[src/rtl/zombie_pkg.sv]
// zombie_spawner shared types: FSM states, lane codes, LFSR constants.
// Optional feature macro: ZOMBIE_NO_REPEAT_EN (used in zombie_spawner.sv).
package zombie_pkg;

   typedef enum logic [1:0] {
      IDLE = 2'd0,
      PICK = 2'd1,
      SHOW = 2'd2
   } state_t;

   typedef logic [1:0] lane_t;

   localparam lane_t LANE1     = 2'b00;
   localparam lane_t LANE2     = 2'b01;
   localparam lane_t LANE3     = 2'b10;
   localparam lane_t LANE_NONE = 2'b11;

   // taps 16,14,13,11 -> state bits 15,13,12,10
   localparam logic [15:0] LFSR_TAPS         = 16'hB400;
   localparam logic [15:0] LFSR_DEFAULT_SEED = 16'hACE1;

   function automatic logic [2:0] lane_onehot(input lane_t l);
      logic [2:0] oh;
      oh = 3'b000;
      case (l)
         LANE1:   oh = 3'b001;
         LANE2:   oh = 3'b010;
         LANE3:   oh = 3'b100;
         default: oh = 3'b000;
      endcase
      return oh;
   endfunction

endpackage

[src/rtl/zombie_lfsr.sv]
// Free-running 16-bit Fibonacci LFSR for lane selection.
// A zero seed is replaced by the default seed so the LFSR never locks up.
module zombie_lfsr
   import zombie_pkg::*;
#(
   parameter logic [15:0] SEED = LFSR_DEFAULT_SEED
) (
   input  logic        clk,
   input  logic        rst,
   output logic [15:0] state
);

   localparam logic [15:0] LOAD =
      (SEED == 16'h0000) ? LFSR_DEFAULT_SEED : SEED;

   logic [15:0] lfsr_q;
   logic [15:0] lfsr_d;

   // shift left, feedback is the parity of the tapped bits
   always_comb begin
      lfsr_d = {lfsr_q[14:0], ^(lfsr_q & LFSR_TAPS)};
   end

   // state register, reloads the seed on reset
   always_ff @(posedge clk) begin
      if (rst) begin
         lfsr_q <= LOAD;
      end else begin
         lfsr_q <= lfsr_d;
      end
   end

   assign state = lfsr_q;

endmodule

[src/rtl/zombie_spawner.sv]
// PunchZombi spawner: picks a lane, shows it, counts hits and misses.
// Macro ZOMBIE_NO_REPEAT_EN: forbid the same lane twice in a row.
module zombie_spawner
   import zombie_pkg::*;
#(
   parameter logic [15:0]        LFSR_SEED   = LFSR_DEFAULT_SEED,
   parameter int unsigned        TIMER_W     = 24,
   parameter logic [TIMER_W-1:0] HOLD_CYCLES = 24'd12_000_000
) (
   input  logic       clk,
   input  logic       rst,
   input  logic       need_random,
   input  logic       shift,
   output logic       MD1,
   output logic       MD2,
   output logic       MD3,
   output logic [7:0] hit_count,
   output logic [7:0] miss_count
);

   localparam logic [TIMER_W-1:0] HOLD_LAST = HOLD_CYCLES - 1'b1;

   logic [15:0] lfsr_state;
   logic [13:0] lfsr_unused;
   lane_t       cand;
   logic        cand_ok;

   state_t             state_q, state_d;
   lane_t              lane_q, lane_d;
   logic [TIMER_W-1:0] timer_q, timer_d;
   logic [2:0]         md_q, md_d;
   logic [7:0]         hit_q, hit_d;
   logic [7:0]         miss_q, miss_d;

   zombie_lfsr #(
      .SEED (LFSR_SEED)
   ) u_lfsr (
      .clk   (clk),
      .rst   (rst),
      .state (lfsr_state)
   );

   assign cand        = lfsr_state[1:0];
   assign lfsr_unused = lfsr_state[15:2];

`ifdef ZOMBIE_NO_REPEAT_EN
   // lane_q doubles as the previous lane; it resets to LANE_NONE
   assign cand_ok = (cand != LANE_NONE) && (cand != lane_q);
`else
   assign cand_ok = (cand != LANE_NONE);
`endif

   // next-state, timer, lane and counter logic
   always_comb begin
      state_d = state_q;
      lane_d  = lane_q;
      timer_d = timer_q;
      md_d    = md_q;
      hit_d   = hit_q;
      miss_d  = miss_q;
      unique case (state_q)
         IDLE: begin
            md_d = 3'b000;
            if (need_random) begin
               state_d = PICK;
            end
         end
         PICK: begin
            md_d = 3'b000;
            if (cand_ok) begin
               lane_d  = cand;
               timer_d = '0;
               md_d    = lane_onehot(cand);
               state_d = SHOW;
            end
         end
         SHOW: begin
            timer_d = timer_q + 1'b1;
            if (shift) begin
               if (hit_q != 8'hFF) begin
                  hit_d = hit_q + 8'd1;
               end
               md_d    = 3'b000;
               state_d = PICK;
            end else if (timer_q == HOLD_LAST) begin
               if (miss_q != 8'hFF) begin
                  miss_d = miss_q + 8'd1;
               end
               md_d    = 3'b000;
               state_d = PICK;
            end
         end
         default: begin
            md_d    = 3'b000;
            state_d = IDLE;
         end
      endcase
   end

   // FSM and registered outputs
   always_ff @(posedge clk) begin
      if (rst) begin
         state_q <= IDLE;
         lane_q  <= LANE_NONE;
         timer_q <= '0;
         md_q    <= 3'b000;
         hit_q   <= 8'd0;
         miss_q  <= 8'd0;
      end else begin
         state_q <= state_d;
         lane_q  <= lane_d;
         timer_q <= timer_d;
         md_q    <= md_d;
         hit_q   <= hit_d;
         miss_q  <= miss_d;
      end
   end

   assign MD1        = md_q[0];
   assign MD2        = md_q[1];
   assign MD3        = md_q[2];
   assign hit_count  = hit_q;
   assign miss_count = miss_q;

endmodule

[config.mk]
export PLATFORM = sky130hd
export DESIGN_NAME = zombie_spawner
export DESIGN_NICKNAME = d
export VERILOG_FILES = /design/src/rtl/zombie_pkg.sv /design/src/rtl/zombie_lfsr.sv /design/src/rtl/zombie_spawner.sv
export SDC_FILE = /design/constraint.sdc
export NUM_CORES = 1
export LEC_CHECK = 0
export ABC_AREA = 1
export CORE_UTILIZATION = 25
export DETAILED_ROUTE_END_ITERATION = 7
export PLACE_DENSITY_LB_ADDON = 0.12
export SLEW_MARGIN = 0
export SYNTH_ARGS = -nofsm -noshare
export SYNTH_HDL_FRONTEND = slang
export SYNTH_SLANG_ARGS = --single-unit
[constraint.sdc]
create_clock -name clk -period 2.7 [get_ports clk]
set_input_delay 0.405 -clock clk [delete_from_list [all_inputs] [get_ports clk]]
set_output_delay 0.405 -clock clk [all_outputs]
set_load 0.05 [all_outputs]
; ---- Yosys cells after proc, flatten, opt, wreduce, memory -nomap -nowiden
; Index checks and enable logic that the tools add are counted.
[word_totals]
in_bits = 4
latch_bits = 0
mem_bits_ro = 0
mem_bits_rw = 0
ff_bits = 61
n_memories = 0
[classes]
eq_ne = 11
div = 0
n_mul = 0
muxes = 12
n_bitwise = 1
reduce_logical = 8
shifts = 0
addsub = 3
n_lt_le_gt_ge = 0
[ops]
columns = operator, n
row1 = case mux 24 bit (2 select lines), 1
row2 = adder 24 x 1 -> 24 bit (second input constant), 1
row3 = == test 24 bit (second input constant), 1
row4 = 2-to-1 mux 24 bit, 1
row5 = adder 8 x 1 -> 8 bit (second input constant), 2
row6 = != test 8 bit (second input constant), 2
row7 = parity 16 bit, 1
row8 = 2-to-1 mux 3 bit, 3
row9 = case mux 3 bit (3 select lines), 1
row10 = 2-to-1 mux 2 bit, 4
row11 = != test 2 bit (second input constant), 3
row12 = case mux 2 bit (3 select lines), 1
row13 = case mux 3 bit (2 select lines), 1
row14 = AND reduction 3 bit, 2
row15 = == test 2 x 1 -> 1 bit (second input constant), 2
row16 = == test 2 bit (second input constant), 2
row17 = logical NOT 2 bit, 2
row18 = AND reduction 4 bit, 1
row19 = != test 3 bit (second input constant), 1
row20 = AND reduction 2 bit, 1
row21 = nonzero test 2 bit, 1
row22 = inverter 1 bit, 1

; ---- Depth between registers and ports, before layout
[depth]
depth_word = 4
ltp_mapped = 11
depth_no_buf = 10

; ---- Modules after synthesis
; A second synthesis with hierarchy kept.
[hier_totals]
hier_cells = 499
hier_area_um2 = 3244.4
[by_module_without_submodules]
columns = mod, area_per_inst_um2, n_inst, cells_per_inst
row1 = zombie_spawner, 2628.8, 1, 425
row2 = zombie_lfsr, 615.6, 1, 74

; ---- Least setup slack after synthesis
; Ideal clock, no wire load.
[synth_path]
path_type = register -> register
startpoint = register hit_q[0] (netlist: hit_count[0])
endpoint = register hit_q[0] (netlist: hit_count[0])
stages_incl_launch_ff = 9
arrival_ns = 1.610
required_time_ns = 2.554
path_slack_ns = 0.944
setup_time_ns = 0.146
period_less_slack_ns = 1.756
cell_sequence = dfxtp_1 -> ha_1 -> inv_1 -> nor3_1 -> nand2_1 -> nand2_1 -> inv_2 -> o21ai_0 -> a21oi_1
[synth_between]
elab_chain_len = 2
elab_cells_between_ends = 3
cone_classes = add/sub: 1 / eq/ne: 1 / reduce/logical: 1
[synth_rtl]
columns = element, line
row1 = "start, declared", zombie_spawner.sv:32  ; logic [7:0] hit_q, hit_d;
row2 = "start signal, assigned", zombie_spawner.sv:114  ; hit_q <= hit_d;
row3 = "parallel branches: the longest is 2 deep, another holds adder 8 x 1 -> 8 bit", --
; Several ways; the timed one is not identified.
; A chain may end at the register's enable or synchronous reset.

; ---- Final worst setup path
[layout_path]
startpoint = register hit_q[2] (netlist: hit_count[2])
endpoint = output hit_count[2]
[layout_lines]
columns = element, line
row1 = "end, declared", zombie_spawner.sv:17  ; output logic [7:0] hit_count,
; No word-level cell between the ends.

==> metrics <==
setup repair bufs after CTS 0; Min Clock Period, post-route 1990 ps; max-slew violations 0; total power 2260 uW; critical path capture point type output pin; total detailed-routing wirelength 7.18 mm; Seq/Total Area, Yosys 41.6%; hold slack 401 ps; first-pass GRT wire length 12.1 mm; number of buffers and inverters on the critical path 1; share of layout cells above drive strength 1 10.9%; gpl congestion 0.745; Net Sw Frac 25.2%; nets@finish 460; TritonCTS clock tree done; Synth top area share 41.6%; cells along the critical path clkdlybuf4s50_1; vias in the first global route 2419; initial core utilization 25.7%; net load switching power 570 uW; die area 0.0122 mm^2; routed wire length per instance 12.0 um; Cell variety after synth 32; I/O pin count 23; Design Area, Final 0.00361 mm^2; hold path startpoint u_lfsr.state[3]$_SDFF_PP0_; reg2reg start timer_q[0]$_SDFFE_PP0P_; Worst-path clk slew 60 ps; fin util 31.6%; most frequent cell after synthesis nand2_1; synthesis-stage register bit count 61; CP Data Required Time 2300 ps; initial antenna violation count 0; skew final 8.67 ps; final setup violation count 0; worst-case clock buffer depth 2; vias 2587; HPWL Detailed 5.12 mm; final worst-path cycle share 73.6%; Async SR Flop Fraction 0%; P&R area growth vs syn 22.7%; Fmax achieved 503 MHz; critical path startpoint hit_count[2]$_SDFFE_PP0P_; GRT Resource Usage Total 12.4%; Detail Route Antenna Nets 0; Cell Int Power 1690 uW; Lkg Pwr 0.00141 uW; CTS buffer count 9; via/cell ratio 4.30; initial DRC count 142; CP Class register to output pin; worst-path fanout max 5; class of the worst hold path register to register; area of the core 0.0114 mm^2; # port buffers 22; CTS root buffer clkbuf_16; critical path data arrival time 1580 ps; RSZ-0062 raised after global routing false; largest net degree at the start of global routing 27; hold buffers post-CTS 0; Crit path max-delay family buffers and inverters; n_diodes 0; Vert. Die Dim 110 um; combinational power share 6.8%; status finished, final reports clean; VDD IR max 369 uV; Sink Count 61; synth warn 0; crit path max-delay cell type clkdlybuf4s50_1; Cell Area, Synth 0.00294 mm^2; power density over the cells 627 mW/mm^2; H-tree lvl count 3; grt total ovfl 0; Yosys top cell by area dfxtp_1; Syn Inst Count 426; DRC 0; Post-DP Area 0.00331 mm^2; Hold Fails Final Rpt 0; clock power share 51.6%; Worst setup SP type register; fill count 1294; syn_nets 433; Core Rows 39; Slew Limit Headroom 65.6%; post-cts gate resize count 0; sequential share of power 41.6%; clock latency on the worst-skew pair 330 ps; Fin Setup TNS 0 ps; Worst-Margin Slew 515 ps; Synth Flop Type dfxtp_1; Max Cap Violations 0; Die W 110 um; EDFF count, synth 0; synthesized area per cell 6.90 um^2; Initial DRT Pass Iterations 4; top post-synthesis cells by count 89 x nand2_1, 64 x inv_1, 61 x dfxtp_1; Synth area leaders dfxtp_1 42%, nand2_1 11%, inv_1 8.2%; CP max stage delay 840 ps
[cells in the final DEF (no fill, tap or decap), drive strengths merged, types with 7 or more instances in the layout]
master	netlist	final
clkdlybuf4s50	0	22
nand3	24	24
a21oi	30	30
dfxtp	61	61
nand4	13	13
or2	7	7
nor3	12	12
nand2	93	93
o21ai	25	25
nor2	69	69
clkbuf	4	9
inv	68	70
[cell type report]
| cell class | instances | area, um^2 | share of cell area, % |
|---|---|---|---|
| Clock buffer | 9 | 225 | 6.25 |
| Timing Repair Buffer | 25 | 243 | 6.73 |
| Sequential cell | 61 | 1220 | 33.9 |
| Clock inverter | 7 | 73.8 | 2.05 |
| Tap cell | 143 | 179 | 4.96 |
| Multi-Input combinational cell | 288 | 1410 | 39.1 |
| Inverter | 68 | 255 | 7.08 |
[power groups by stage]
stage,sequential [uW],clock (uW),combinational [uW]
6_report,941,1170,154
5_1_grt,944,1250,176
2_1_floorplan,971,0,104
3_5_place_dp,961,0,156
3_3_place_gp,961,0,156
4_1_cts,941,1200,157
[worst reg2reg max path, cell delays in order, from the launching register on]
cell	delay [ps]
dfxtp_1	360
ha_1	180
nand2_1	100
inv_1	100
nand2_2	80
nor2_4	170
inv_1	90
nor2_4	210
nand2_2	80
o21ai_1	130
nor2_1	50
[state kept, by name (all words and copies together), names as in the netlist]
register	cells
hit_count	8
miss_count	8
u_lfsr.state	16
state_q	2
timer_q	24
md_q	3
[final timing paths]
check / slack (ps) / endpoint / depth (start not counted)
setup / recovery: 710 / hit_count[2] / 1
hold / removal: 400 / u_lfsr.state[4]$_SDFF_PP0_ / 2
setup reg to reg: 1050 / miss_count[0]$_SDFFE_PP0P_ / 10
hold reg to reg: 400 / u_lfsr.state[4]$_SDFF_PP0_ / 2
[metrics by stage]
step,std cells,worst slack (ps)
floorplan,426,944
global placement,585,855
detailed placement,585,857
CTS,601,699
global route,601,662
finish,601,712
[cell families after synthesis]
family	count (synthesis)	synth area share, %
adder cells (fa/ha/maj)	3	1.28
AND/OR/NAND/NOR	223	35.3
AO/OA/AOI/OAI	60	10.8
buffers and inverters	77	10.5
flip-flops	61	41.6
XOR/XNOR	2	0.596
[per-layer routing]
layer  wire length (um)  vias up  global-route usage, %
met5                  0        -                      0
li1                   -     1415                      -
met1               3870     1138                   17.5
met4                102        0                   4.80
met2               3050       25                   18.1
met3                156        9                   2.80
Note: power is estimated with default switching activity, not from simulation.
